### src/rtl/stream_sat_accumulator.sv
// stream_sat_accumulator: sums a streamed group of signed operands at full precision
// and emits one saturated or wrapped result per group with overflow flag and count.
module stream_sat_accumulator #(
    parameter int WIDTH = 8,
    parameter int NUM_OPERANDS = 5,
    localparam int ACC_W = WIDTH + $clog2(NUM_OPERANDS) + 1,
    localparam int CNT_W = $clog2(NUM_OPERANDS + 1)
) (
    input  logic             clk,
    input  logic             reset,
    input  logic             sat_en,
    input  logic             in_valid,
    output logic             in_ready,
    input  logic [WIDTH-1:0] in_data,
    input  logic             in_last,
    output logic             out_valid,
    input  logic             out_ready,
    output logic [WIDTH-1:0] out_sum,
    output logic             out_ovf,
    output logic [CNT_W-1:0] out_count
);
    typedef enum logic {ACCUM, OUTPUT} state_t;
    state_t state_q, state_d;
    logic signed [ACC_W-1:0] acc_q, acc_d, tot, max_a, min_a;
    logic [CNT_W-1:0] cnt_q, cnt_d, count_q, count_d;
    logic [WIDTH-1:0] sum_q, sum_d, max_w, min_w;
    logic out_valid_q, out_valid_d, ovf_q, ovf_d, accept, final_beat, hi, lo;
    assign max_w = {1'b0, {(WIDTH-1){1'b1}}};
    assign min_w = {1'b1, {(WIDTH-1){1'b0}}};
    assign max_a = {{(ACC_W-WIDTH){1'b0}}, max_w};
    assign min_a = {{(ACC_W-WIDTH){1'b1}}, min_w};
    assign in_ready = (state_q == ACCUM) && !reset;
    assign accept = in_valid && in_ready;
    assign final_beat = in_last || (cnt_q + 1'b1 == CNT_W'(NUM_OPERANDS));
    assign tot = acc_q + {{(ACC_W-WIDTH){in_data[WIDTH-1]}}, in_data};
    assign hi = tot > max_a;
    assign lo = tot < min_a;
    always_comb begin
        state_d = state_q;
        acc_d = acc_q;
        cnt_d = cnt_q;
        out_valid_d = out_valid_q;
        sum_d = sum_q;
        ovf_d = ovf_q;
        count_d = count_q;
        if (accept && final_beat) begin
            state_d = OUTPUT;
            acc_d = '0;
            cnt_d = '0;
            out_valid_d = 1'b1;
            sum_d = !sat_en ? tot[WIDTH-1:0] : hi ? max_w : lo ? min_w : tot[WIDTH-1:0];
            ovf_d = hi || lo;
            count_d = cnt_q + 1'b1;
        end else if (accept) begin
            acc_d = tot;
            cnt_d = cnt_q + 1'b1;
        end else if (state_q == OUTPUT && out_ready) begin
            state_d = ACCUM;
            out_valid_d = 1'b0;
        end
    end
    always_ff @(posedge clk or posedge reset) begin
        if (reset) begin
            state_q <= ACCUM;
            acc_q <= '0;
            cnt_q <= '0;
            out_valid_q <= 1'b0;
            sum_q <= '0;
            ovf_q <= 1'b0;
            count_q <= '0;
        end else begin
            state_q <= state_d;
            acc_q <= acc_d;
            cnt_q <= cnt_d;
            out_valid_q <= out_valid_d;
            sum_q <= sum_d;
            ovf_q <= ovf_d;
            count_q <= count_d;
        end
    end
    assign out_valid = out_valid_q;
    assign out_sum = sum_q;
    assign out_ovf = ovf_q;
    assign out_count = count_q;
endmodule

### config.mk
export PLATFORM = sky130hd
export DESIGN_NAME = stream_sat_accumulator
export DESIGN_NICKNAME = d
export VERILOG_FILES = /design/src/rtl/stream_sat_accumulator.sv
export SDC_FILE = /design/constraint.sdc
export NUM_CORES = 1
export LEC_CHECK = 0
export ABC_AREA = 0
export CORE_MARGIN = 1
export CORE_UTILIZATION = 30
export CTS_CLUSTER_DIAMETER = 150
export DETAILED_ROUTE_END_ITERATION = 8
export SYNTH_ARGS = -nofsm -noshare
export SYNTH_HDL_FRONTEND = slang
export SYNTH_SLANG_ARGS = --single-unit
### constraint.sdc
create_clock -name clk -period 3.1 [get_ports clk]
set_clock_uncertainty 0.05 [all_clocks]
set_input_delay 0.31 -clock clk [delete_from_list [all_inputs] [get_ports clk]]
set_output_delay 0.31 -clock clk [all_outputs]
set_load 0.02 [all_outputs]
# Word-level counts from Yosys, hierarchy flattened
# Index checks and enable logic that the tools add are counted.
# W data, S select, Z words.
[totals] register_bits=28 in_bits=14 output_inout_bits=14
[op_classes] n_addsub=2 n_lt_le_gt_ge=2 eq_ne=2 mux=10 n_bitwise=1 n_reduce_logical=10
[op_table] cell="$mux W12" n=2
[op_table] cell="$mux W8" n=3
[op_table] cell="$add A12 B12 Y12" n=1
[op_table] cell="$gt A12 B8 Y1 const B" n=1
[op_table] cell="$lt A12 B8 Y1 const B" n=1
[op_table] cell="$mux W3" n=2
[op_table] cell="$logic_and A1 B1 Y1" n=4
[op_table] cell="$reduce_bool A2 Y1" n=2
[op_table] cell="$add A3 B1 Y3 const B" n=1
[op_table] cell="$eq A3 B3 Y1 const B" n=1
[op_table] cell="$mux W1" n=3
[op_table] cell="$logic_or A1 B1 Y1" n=2
[op_table] cell="$ne A2 B1 Y1 const B" n=1
[op_table] cell="$reduce_and A2 Y1" n=1
[op_table] cell="$logic_not A1 Y1" n=1
[op_table] cell="$not A1 Y1" n=1

# Longest topological paths before layout
# Gate-level depths: netlist of the first run.
[depth] word_depth=6 depth_mapped=10 depth_no_buf=9

# Worst setup path after synthesis of the first run
# No wires, ideal clock.
[synth_timing] kind="reg-to-reg" start="register acc_q[0]" end="register ovf_q (netlist: out_ovf)" arrival_ns=2.485 slack_ns=0.445 path_stages_with_launch=10 path_buffers=0 path_cell_list="dfrtp_1 -> ha_1 -> fa_1 -> a21o_2 -> a221oi_2 -> a211oi_2 -> xor2_1 -> nand4_1 -> or4_1 -> o211a_1"
[synth_between] elab_chain_cells=3
[synth_lines] item="from (decl)" line_no="24" text="logic signed [ACC_W-1:0] acc_q, acc_d, tot, max_a, min_a;"
[synth_lines] item="from (signal assigned)" line_no="65" text="acc_q <= '0;"
[synth_lines] item="from (signal assigned)" line_no="73" text="acc_q <= acc_d;"
[synth_lines] item="$add A12 B12 Y12 (*)" line_no="35" text="assign tot = acc_q + {{(ACC_W-WIDTH){in_data[WIDTH-1]}}, in_data};"
[synth_lines] item="$gt A12 B8 Y1 / $lt A12 B8 Y1 (equally long branches)" line_no="36, 37"
[synth_lines] item="$logic_or A1 B1 Y1 (*)" line_no="52" text="ovf_d = hi || lo;"
[synth_lines] item="to (signal assigned)" line_no="77" text="ovf_q <= ovf_d;"
[synth_lines] item="to (decl)" line_no="27" text="logic out_valid_q, out_valid_d, ovf_q, ovf_d, accept, final_beat, hi, lo;"
# Mark *: on every way between the ends. The rest lies on a longest branch, timed or not.
# A chain may end at the register's enable or synchronous reset.

# Final worst setup path of the first run
[layout_timing] start="input port in_data[0]" end="register ovf_q (netlist: out_ovf)"
[layout_between] elab_chain_cells=3
[layout_lines] item="from (decl)" line_no="14" text="input logic [WIDTH-1:0] in_data,"
[layout_lines] item="$add A12 B12 Y12 (*)" line_no="35"
[layout_lines] item="$gt A12 B8 Y1 / $lt A12 B8 Y1 (equally long branches)" line_no="36, 37"
[layout_lines] item="$logic_or A1 B1 Y1 (*)" line_no="52"
# Marked as above.

==> summary.md, run 1 <==
| Metric | Value |
|---|---|
| Clock Latency Late Sink | 0.27 ns |
| Avg WL per Cell | 14.0 um |
| Remaining Overflow, GRT | 0 |
| Post-route cell area | 2230 um^2 |
| Library cells used by synthesis | 45 |
| Share of cells above drive strength 1 | 0.142 |
| Worst reg2reg startpoint | acc_q[0] |
| Max VDD drop | 0.454 mV |
| Period minus WS final | 2.92 ns |
| Setup bufs post-CTS | 0 |
| Layout filler cell count | 580 |
| Measured slew at the worst slew-check pin | 1.04 ns |
| Num rows | 27 |
| CP max stage delay | 0.44 ns |
| WP buf/inv | 1 |
| PortBufs | 27 |
| Kind of critical path | input port to register |
| Hold/Removal Path Class | input port to asynchronous set/reset pin |
| Reg power frac | 0.292 |
| Psw | 0.827 mW |
| Final Net Count | 241 |
| Die extent in y | 78.6 um |
| Yosys top cell area share | 0.399 |
| WP data arrival | 3.04 ns |
| Rel. slew slack | 0.305 |
| Combinational share of power | 0.612 |
| Via count | 1,460 |
| Delay-heaviest family, CP | compound AO/OA/AOI/OAI gates |
| Switching share of power | 0.413 |
| Mapped cell area | 1760 um^2 |
| CTS tree | built |
| Largest net degree at the start of global routing | 29 |
| Die footprint | 6170 um^2 |
| Worst Setup SP | in_data[0] |
| Total GRT Usage | 0.140 |
| Clk buf depth | 2 |
| Area after DPL | 2180 um^2 |
| CORE AREA | 5570 um^2 |
| CTS Root Cell | clkbuf_8 |
| Die width | 78.6 um |
| Cell count after synthesis | 175 |
| Critical-path maximum fanout | 3 |
| Asr flop ratio synth | 1.00 |
| Internal | 1.17 mW |
| Final WS setup | 0.181 ns |
| Final setup viols | 0 |
| Synthesized flop and latch total | 28 |
| Antenna Nets Post-Route | 0 |
| Initial antenna violation count | 0 |
| Largest cells by area after synthesis | dfrtp_1 40%, ha_1 9.3%, a22o_1 6.5%, o21ai_0 3.4%, a21oi_1 2.8% |
| DR iter-0 viols | 51 |
| DRC viols | 0 |
| Starting density of the core | 0.315 |
| Cell taking the most area after synthesis | dfrtp_1 |
| Startpoint Class | input port |
| Clock sinks | 28 |
| 1st-pass router iterations | 4 |
| Most frequent cells in the layout | 28 x dfrtp_1, 27 x clkdlybuf4s50_1, 13 x a22o_1, 13 x ha_1 |
| Post-route clock period utilization | 0.942 |
| Vias in the first global route | 1,445 |
| TritonCTS Buffers | 3 |
| YS warnings | 0 |
| Antenna cells | 0 |
| WL final | 3.98 mm |
| Worst-path cell chain | clkdlybuf4s50_1 > ha_1 > fa_1 > a21o_2 > a221oi_2 > a211oi_2 > xor2_2 > nand4_1 > or4_1 > o211a_1 |
| Fin Setup TNS | 0 ns |
| Worst path slowest cell | or4_1 |
| Unrepaired setup endpoints after global routing | no |
| Status | completed |
| EDFF count, synth | 0 |
| Leakage | 0.999 nW |
| Crit end category | register |
| Endpoints failing hold | 0 |
| Final hold slack | 0.382 ns |
| GP Congestion | 0.802 |
| Fmax | 343 MHz |
| Post-synthesis sequential area ratio | 0.399 |
| Pre-CTS setup slack | -0.0643 ns |
| I/O pins | 28 |
| Via-to-Cell Ratio | 5.16 |
| Htree depth | 1 |
| WP data required | 3.22 ns |
| Maxcap violations | 0 |
| Clk slew on worst S/H paths | 0.09 ns |
| Global-route wire length before repair | 6.94 mm |
| Power share of the clock group | 0.096 |
| Syn nets | 203 |
| Most common cell after layout, fill and taps aside | dfrtp_1 |
| Synth Flop Type | dfrtp_1 |
| Synth Area per Inst | 10.0 um^2 |
| DP Wirelength | 3.04 mm |
| Synth-to-Final Area Change | 26.8% |
| Final Slew Violations | 0 |
| PwrDens | 898 nW/um^2 |
-- power groups by stage --
stage	clock (mW)	sequential [mW]	combinational [mW]
final	0.192	0.584	1.23
after detailed placement	0	0.592	1.21
after global placement	0	0.593	1.20
after floorplan	0	0.654	0.752
after CTS	0.203	0.586	1.22
after global routing	0.215	0.608	1.35
-- stage by stage --
stage               power (mW)  instances   util
finish                    2.00        283  0.400
global route              2.17        283  0.400
CTS                       2.01        283  0.399
detailed placement        1.80        280  0.391
global placement          1.80        280  0.391
floorplan                 1.41        175      -
-- path summary, 6_finish.rpt --
path                           endpoint  slack [ns]  cells after the start
setup reg to reg                out_ovf        0.25                      9
min in group clk           out_count[1]        0.43                      2
hold reg to reg            out_count[1]        0.43                      2
max in group asynchronous    out_sum[7]        2.35                      3
hold / removal                 acc_q[8]        0.38                      3
setup / recovery                out_ovf        0.18                     10
-- flip-flops by register name, indices dropped and copies added (netlist names) --
name and count:
out_sum 8, out_valid 1, out_count 3, acc_q 12, out_ovf 1, cnt_q 3
-- synth_stat cells (2+ instances only) --
master	count
a211oi_2	2
a21o_1	4
a21oi_1	10
a22o_1	13
and3_1	2
clkbuf_1	4
dfrtp_1	28
ha_1	13
inv_1	7
nand2_1	12
nand4_1	2
nor2_1	12
nor2b_1	2
nor3_1	4
nor4_1	2
o211a_1	2
o211ai_1	2
o21a_1	3
o21ai_0	12
o22ai_1	6
or2_2	2
xnor2_1	4
xor2_1	5
-- per-layer routing --
| layer | up-vias | wire length (um) | part of all wire | global-route usage |
|---|---|---|---|---|
| met2 | 18 | 1740 | 0.44 | 0.220 |
| met5 | - | 0 | 0 | 0 |
| met3 | 2 | 104 | 0.026 | 0.0186 |
| met1 | 707 | 2100 | 0.53 | 0.202 |
| met4 | 0 | 24 | 0.0060 | 0.0333 |
| li1 | 733 | - | - | - |
-- what timing repair did --
| action | in CTS | in global routing |
|---|---|---|
| endpoints found under the setup margin | 0 | 1 |
| hold buffers | 0 | 0 |
| gates resized for setup | 0 | 1 |
-- worst register-to-register path: cells and delay by family, from the launching register on --
| family | cells | cell delay (ns) |
|---|---|---|
| compound gates | 4 | 0.84 |
| fa+ha+maj | 2 | 0.64 |
| xor+xnor | 1 | 0.21 |
| flops | 1 | 0.40 |
| simple gates | 2 | 0.62 |
-- cell type report --
class                      count  area, um^2  area share
tap                           72        90.1      0.0404
multi-input combinational    134        1010       0.453
sequential                    28         701       0.314
inverter                       7        26.3      0.0118
timing repair buffer          39         360       0.162
clock buffer                   3        41.3      0.0185
-- kinds of logic (layout without fill, tap and decap cells) --
| family | count (synthesis) | after routing | share of synthesized area |
|---|---|---|---|
| compound gates | 68 | 68 | 0.299 |
| xor+xnor | 9 | 9 | 0.0448 |
| fa+ha+maj | 14 | 14 | 0.104 |
| buf+inv | 13 | 49 | 0.0306 |
| flops | 28 | 28 | 0.399 |
| mux | 1 | 1 | 0.00641 |
| simple gates | 42 | 42 | 0.117 |
Note: power is estimated with default switching activity, not from simulation.
==> inputs of run 2 (changes only) <==
--- a/config.mk
+++ b/config.mk
@@ -7,9 +7,11 @@
 export LEC_CHECK = 0
 export ABC_AREA = 0
 export CORE_MARGIN = 1
-export CORE_UTILIZATION = 30
+export CORE_UTILIZATION = 50
 export CTS_CLUSTER_DIAMETER = 150
 export DETAILED_ROUTE_END_ITERATION = 8
+export PLACE_DENSITY = 0.75
+export SETUP_SLACK_MARGIN = 0.2
 export SYNTH_ARGS = -nofsm -noshare
 export SYNTH_HDL_FRONTEND = slang
 export SYNTH_SLANG_ARGS = --single-unit
==> run 2 against run 1 <==
- final area down 2.7%
- sequential cell count did not move
- clock-buffer cell count did not move
- hold slack improved by 0.066 ns
- via count down 1.2%
- sequential share of layout area up 0.87 points
- global-route usage rose by 9.3 points
- non-clock buffer count fell by 6
- critical path depth shrank 1
- clock power is 24% higher
- utilization grew 25 points
- largest power group unchanged
- highest routed layer unchanged
==> summary.md, run 2 (same netlist as run 1, synthesis figures left out) <==
| Metric | Value |
|---|---|
| Status | completed (unchanged) |
| Reg with most FFs | acc_q (unchanged) |
| Placed Instances | 247 (was 280) |
| DRC viols | 0 (unchanged) |
| Clk buf depth | 2 (unchanged) |
| CORE AREA | 3360 um^2 (was 5570 um^2) |
| Via-to-Cell Ratio | 5.72 (was 5.16) |
| Fmax | 364 MHz (was 343 MHz) |
| Share of the core filled with cells | 0.645 (was 0.400) |
| Total GRT Usage | 0.233 (was 0.140) |
| Vias in the first global route | 1,407 (was 1,445) |
| CTS Root Cell | clkbuf_4 (was clkbuf_8) |
| Design Power | 2.01 mW (was 2.00 mW) |
| Clock Latency Late Sink | 0.32 ns (was 0.27 ns) |
| Pre-CTS setup slack | -0.0496 ns (was -0.0643 ns) |
| WL final | 3.83 mm (was 3.98 mm) |
| I/O pins | 28 (unchanged) |
| Psw | 0.835 mW (was 0.827 mW) |
| Clock sinks | 28 (unchanged) |
| Cts hold-fix bufs | 0 (unchanged) |
| RR Endpoint | out_ovf (unchanged) |
| CTS tree | built (unchanged) |
| WP data arrival | 2.93 ns (was 3.04 ns) |
| Synth-to-Final Area Change | 23.4% (was 26.8%) |
| Crit end category | register (unchanged) |
| Period minus WS final | 2.74 ns (was 2.92 ns) |
| Power share of the clock group | 0.118 (was 0.096) |
| Most common cell after layout, fill and taps aside | dfrtp_1 (unchanged) |
| Starting density of the core | 0.523 (was 0.315) |
| WP data required | 3.29 ns (was 3.22 ns) |
| Measured slew at the worst slew-check pin | 1.06 ns (was 1.04 ns) |
| DP Wirelength | 2.98 mm (was 3.04 mm) |
| Final Net Count | 235 (was 241) |
| PwrDens | 927 nW/um^2 (was 898 nW/um^2) |
| Combinational share of power | 0.590 (was 0.612) |
| Worst reg2reg startpoint | acc_q[0] (unchanged) |
| PortBufs | 27 (unchanged) |
| Max VDD drop | 0.474 mV (was 0.454 mV) |
| Initial antenna violation count | 0 (unchanged) |
| Fin Setup TNS | 0 ns (unchanged) |
| Final Slew Violations | 0 (unchanged) |
| Largest net degree at the start of global routing | 29 (unchanged) |
| Die width | 61.3 um (was 78.6 um) |
| Worst Setup SP | acc_q[0] (was in_data[0]) |
| Startpoint Class | register (was input port) |
| Antenna Nets Post-Route | 0 (unchanged) |
| Worst Hold End | out_count[2] |
| R2R cell count | 9 (unchanged) |
| Endpoints failing hold | 0 (unchanged) |
| Via count | 1,442 (was 1,460) |
| Rel. slew slack | 0.290 (was 0.305) |
| Internal | 1.18 mW (was 1.17 mW) |
| Unrepaired setup endpoints after global routing | yes (was no) |
| Maxcap violations | 0 (unchanged) |
| Final setup viols | 0 (unchanged) |
| Avg WL per Cell | 15.2 um (was 14.0 um) |
| Global-route wire length before repair | 6.41 mm (was 6.94 mm) |
| Switching share of power | 0.415 (was 0.413) |
| Reg-to-reg slack, setup | 0.36 ns (was 0.25 ns) |
| DR iter-0 viols | 65 (was 51) |
| Hold/Removal Path Class | register to register (was input port to asynchronous set/reset pin) |
| Area after DPL | 2100 um^2 (was 2180 um^2) |
| Critical-path maximum fanout | 3 (unchanged) |
| Final WS setup | 0.356 ns (was 0.181 ns) |
| Reg power frac | 0.292 (about the same) |
| Num rows | 21 (was 27) |
| Htree depth | 1 (unchanged) |
| Number of flip-flops in the largest register | 12 (unchanged) |
| Kind of critical path | register to register (was input port to register) |
| Clk slew on worst S/H paths | 0.15 ns (was 0.09 ns) |
| Final hold slack | 0.448 ns (was 0.382 ns) |
| Remaining Overflow, GRT | 0 (unchanged) |
| 1st-pass router iterations | 4 (unchanged) |
| Die extent in y | 61.3 um (was 78.6 um) |
| GP Congestion | 0.906 (was 0.802) |
| Post-route cell area | 2170 um^2 (was 2230 um^2) |
| Layout filler cell count | 301 (was 580) |
| TritonCTS Buffers | 3 (unchanged) |
| Hold_sp | out_count[2] |
| Antenna cells | 0 (unchanged) |
| Post-route clock period utilization | 0.885 (was 0.942) |
| Worst hold stages | 2 |
| Die footprint | 3760 um^2 (was 6170 um^2) |
| Leakage | 0.975 nW (was 0.999 nW) |
| Share of cells above drive strength 1 | 0.121 (was 0.142) |
| Most frequent cells in the layout | 28 x dfrtp_1, 27 x clkdlybuf4s50_1, 13 x a22o_1, 13 x ha_1 (unchanged) |
| Final non-filler cell total | 252 (was 283) |
-- run 2: changes by cell type in the layout (fill, tap and decap cells not counted) --
cell / change
bufinv_16: +1
a221oi_2: -1
a221oi_4: +1
fa_2: +1
clkbuf_4: +3
xor2_2: -1
clkbuf_8: -3
xor2_1: +1
buf_4: -6
fa_1: -1
-- run 2: metal layers --
metal / vias to the layer above / share of wire / global-route usage
met5: - / 0 / 0
met4: 0 / 0.0078 / 0.0649
met3: 4 / 0.031 / 0.0252
met2: 28 / 0.47 / 0.382
met1: 691 / 0.49 / 0.330
li1: 719 / - / -
-- run 2: worst max-delay path, stage by stage, from the launching register on --
cell and delay (ns):
dfrtp_1 0.41, ha_1 0.21, fa_2 0.37, a21o_2 0.25, a221oi_4 0.24, a211oi_2 0.11, xor2_1 0.25, nand4_1 0.17
or4_1 0.45, o211a_1 0.14
-- run 2: worst max-delay path by stage --
stage | end | slack, ns
3_5_place_dp | out_ovf | -0.05
3_3_place_gp | out_ovf | 0.03
5_1_grt | out_ovf | 0.16
6_report | out_ovf | 0.36
2_1_floorplan | out_ovf | 0.44
4_1_cts | out_ovf | 0.29
-- run 2: area by class of cell --
class                   count  area [um^2]  share of cell area
multi-input cells         134         1020               0.469
flip-flops and latches     28          701               0.323
repair buffers             33          315               0.145
well taps                  46         57.6              0.0265
clock inverters             1         30.0              0.0138
inverters                   7         26.3              0.0121
clock buffers               3         22.5              0.0104
-- run 2: what timing repair did --
item,CTS,global route
setup endpoints to repair,0,8
setup buffers,0,1
endpoints found under the hold margin,0,0
gates resized for setup,0,2
-- run 2: power by group through the flow --
stage	clock, mW	combinational (mW)	sequential [mW]
2_1_floorplan	0	0.752	0.654
3_3_place_gp	0	1.13	0.590
3_5_place_dp	0	1.15	0.595
4_1_cts	0.240	1.16	0.587
5_1_grt	0.251	1.29	0.605
6_report	0.238	1.19	0.587
==> inputs of run 3 (changes only) <==
--- a/config.mk
+++ b/config.mk
@@ -7,10 +7,11 @@
 export LEC_CHECK = 0
 export ABC_AREA = 0
 export CORE_MARGIN = 1
-export CORE_UTILIZATION = 50
+export CORE_UTILIZATION = 53
 export CTS_CLUSTER_DIAMETER = 150
+export CTS_CLUSTER_SIZE = 8
 export DETAILED_ROUTE_END_ITERATION = 8
-export PLACE_DENSITY = 0.75
+export PLACE_DENSITY = 0.79
 export SETUP_SLACK_MARGIN = 0.2
 export SYNTH_ARGS = -nofsm -noshare
 export SYNTH_HDL_FRONTEND = slang
==> run 3 against run 2 <==
- fmax down 2.7%
- die area down 5.5%
- via count up 4.1%
- sequential cell count unchanged
- global-route usage up 1.9 points
- clock-buffer cell count unchanged
- sequential power about the same
- wire length up 5.7%
- largest cell class unchanged
==> summary.md, run 3 (same netlist as run 1, synthesis figures left out) <==
| Metric | Value |
|---|---|
| Measured slew at the worst slew-check pin | 1.11 ns (was 1.06 ns) |
| WP data arrival | 3.01 ns (was 2.93 ns) |
| Worst hold stages | 2 (unchanged) |
| Period minus WS final | 2.82 ns (was 2.74 ns) |
| Antenna Nets Post-Route | 0 (unchanged) |
| Starting density of the core | 0.567 (was 0.523) |
| Reg power frac | 0.289 (was 0.292) |
| Most frequent cells in the layout | 28 x dfrtp_1, 27 x clkdlybuf4s50_1, 13 x a22o_1, 13 x ha_1 (unchanged) |
| R2R cell count | 9 (unchanged) |
| Status | completed (unchanged) |
| Crit end category | register (unchanged) |
| Final non-filler cell total | 251 (was 252) |
| Max VDD drop | 0.494 mV (was 0.474 mV) |
| Initial antenna violation count | 0 (unchanged) |
| Clk buf depth | 2 (unchanged) |
| Final Slew Violations | 0 (unchanged) |
| Power share of the clock group | 0.120 (was 0.118) |
| Via-to-Cell Ratio | 5.98 (was 5.72) |
| Clk slew on worst S/H paths | 0.16 ns (was 0.15 ns) |
| Unrepaired setup endpoints after global routing | no (was yes) |
| Kind of critical path | register to register (unchanged) |
| Die width | 59.6 um (was 61.3 um) |
| PwrDens | 942 nW/um^2 (was 927 nW/um^2) |
| Post-route cell area | 2170 um^2 (unchanged) |
| Endpoints failing hold | 0 (unchanged) |
| Num rows | 20 (was 21) |
| Hold/Removal Path Class | register to register (unchanged) |
| Final Net Count | 236 (was 235) |
| Setup bufs post-CTS | 0 (unchanged) |
| Layout filler cell count | 259 (was 301) |
| Rel. slew slack | 0.259 (was 0.290) |
| WP data required | 3.29 ns (about the same) |
| Via count | 1,501 (was 1,442) |
| Combinational share of power | 0.591 (was 0.590) |
| Clock Latency Late Sink | 0.34 ns (was 0.32 ns) |
| I/O pins | 28 (unchanged) |
| Die footprint | 3550 um^2 (was 3760 um^2) |
| Placed Instances | 247 (unchanged) |
| Leakage | 0.979 nW (was 0.975 nW) |
| CORE AREA | 3100 um^2 (was 3360 um^2) |
| Most common cell after layout, fill and taps aside | dfrtp_1 (unchanged) |
| Startpoint Class | register (unchanged) |
| TritonCTS Buffers | 3 (unchanged) |
| Critical-path maximum fanout | 3 (unchanged) |
| Final setup viols | 0 (unchanged) |
| CTS tree | built (unchanged) |
| Avg WL per Cell | 16.1 um (was 15.2 um) |
| Share of cells above drive strength 1 | 0.130 (was 0.121) |
| Number of flip-flops in the largest register | 12 (unchanged) |
| 1st-pass router iterations | 4 (unchanged) |
| Psw | 0.853 mW (was 0.835 mW) |
| DR iter-0 viols | 96 (was 65) |
| Post-route clock period utilization | 0.910 (was 0.885) |
| Area after DPL | 2110 um^2 (was 2100 um^2) |
| WL final | 4.05 mm (was 3.83 mm) |
| Largest net degree at the start of global routing | 29 (unchanged) |
| Die extent in y | 59.6 um (was 61.3 um) |
| Htree depth | 1 (unchanged) |
| Reg with most FFs | acc_q (unchanged) |
| GP Congestion | 0.889 (was 0.906) |
| DP Wirelength | 3.03 mm (was 2.98 mm) |
| PortBufs | 27 (unchanged) |
| CTS Root Cell | clkbuf_4 (unchanged) |
| DRC viols | 0 (unchanged) |
| Synth-to-Final Area Change | 23.4% (unchanged) |
| Vias in the first global route | 1,482 (was 1,407) |
| Clock sinks | 28 (unchanged) |
| Maxcap violations | 0 (unchanged) |
| Antenna cells | 0 (unchanged) |
| Internal | 1.19 mW (was 1.18 mW) |
| Switching share of power | 0.418 (was 0.415) |
| Global-route wire length before repair | 6.68 mm (was 6.41 mm) |
| Remaining Overflow, GRT | 0 (unchanged) |
| Fmax | 354 MHz (was 364 MHz) |
| Total GRT Usage | 0.252 (was 0.233) |
==> run 3: cell count changes in the layout (fill, tap and decap cells not counted), sizes merged <==
cell / before / now
buf: 6 / 7
==> run 3: critical path: stages, from the launching register on <==
cell,delay (ns)
dfrtp_1,0.42
ha_1,0.22
fa_2,0.38
a21o_2,0.24
a221oi_2,0.27
a211oi_2,0.11
xor2_1,0.30
nand4_1,0.16
or4_1,0.43
o211a_1,0.14
==> run 3: layout make-up <==
type | count | area, um^2 | share of cell area
repair buffers | 34 | 323 | 0.149
clock buffers | 3 | 22.5 | 0.0104
flip-flops and latches | 28 | 701 | 0.323
multi-input cells | 134 | 1010 | 0.467
well taps | 44 | 55.1 | 0.0254
inverters | 7 | 26.3 | 0.0121
clock inverters | 1 | 30.0 | 0.0138
==> run 3: repair_timing <==
| item | 4_1_cts | 5_1_grt |
|---|---|---|
| setup endpoints to repair | 0 | 6 |
| hold buffers | 0 | 0 |
| resized for setup | 0 | 2 |
==> run 3: per-layer routing <==
metal	part of all wire	wire, um	global-route usage
met1	0.46	1840	0.357
met2	0.47	1910	0.395
met3	0.049	200	0.0284
met4	0.022	87	0.0997
met5	0	0	0
==> run 3: final timing paths <==
path | start | to | slack (ns)
min | out_count[2] | out_count[2] | 0.45
max reg2reg | acc_q[0] | out_ovf | 0.28
min in group asynchronous | reset | acc_q[6] | 0.51
min reg2reg | out_count[2] | out_count[2] | 0.45
max | acc_q[0] | out_ovf | 0.28
max in group asynchronous | reset | cnt_q[0] | 1.82
==> run 3: per-stage QoR <==
stage / utilization / total power [mW] / hold WS (ns) / setup WS (ns) / TNS [ns]
after global routing: 0.699 / 2.17 / 0.468 / 0.175 / 0
final: 0.699 / 2.04 / 0.445 / 0.278 / 0
after global placement: 0.679 / 1.74 / 0.413 / 0.0422 / 0
after CTS: 0.696 / 2.02 / 0.451 / 0.297 / 0
after floorplan: - / 1.41 / 0.325 / 0.445 / 0
after detailed placement: 0.679 / 1.77 / 0.417 / -0.0370 / -0.188
==> run 3: power by group through the flow <==
stage / Sequential (mW) / Combinational (mW) / Clock (mW)
3_3_place_gp: 0.590 / 1.15 / 0
6_report: 0.590 / 1.21 / 0.245
2_1_floorplan: 0.654 / 0.752 / 0
4_1_cts: 0.587 / 1.19 / 0.248
3_5_place_dp: 0.595 / 1.18 / 0
5_1_grt: 0.606 / 1.31 / 0.260
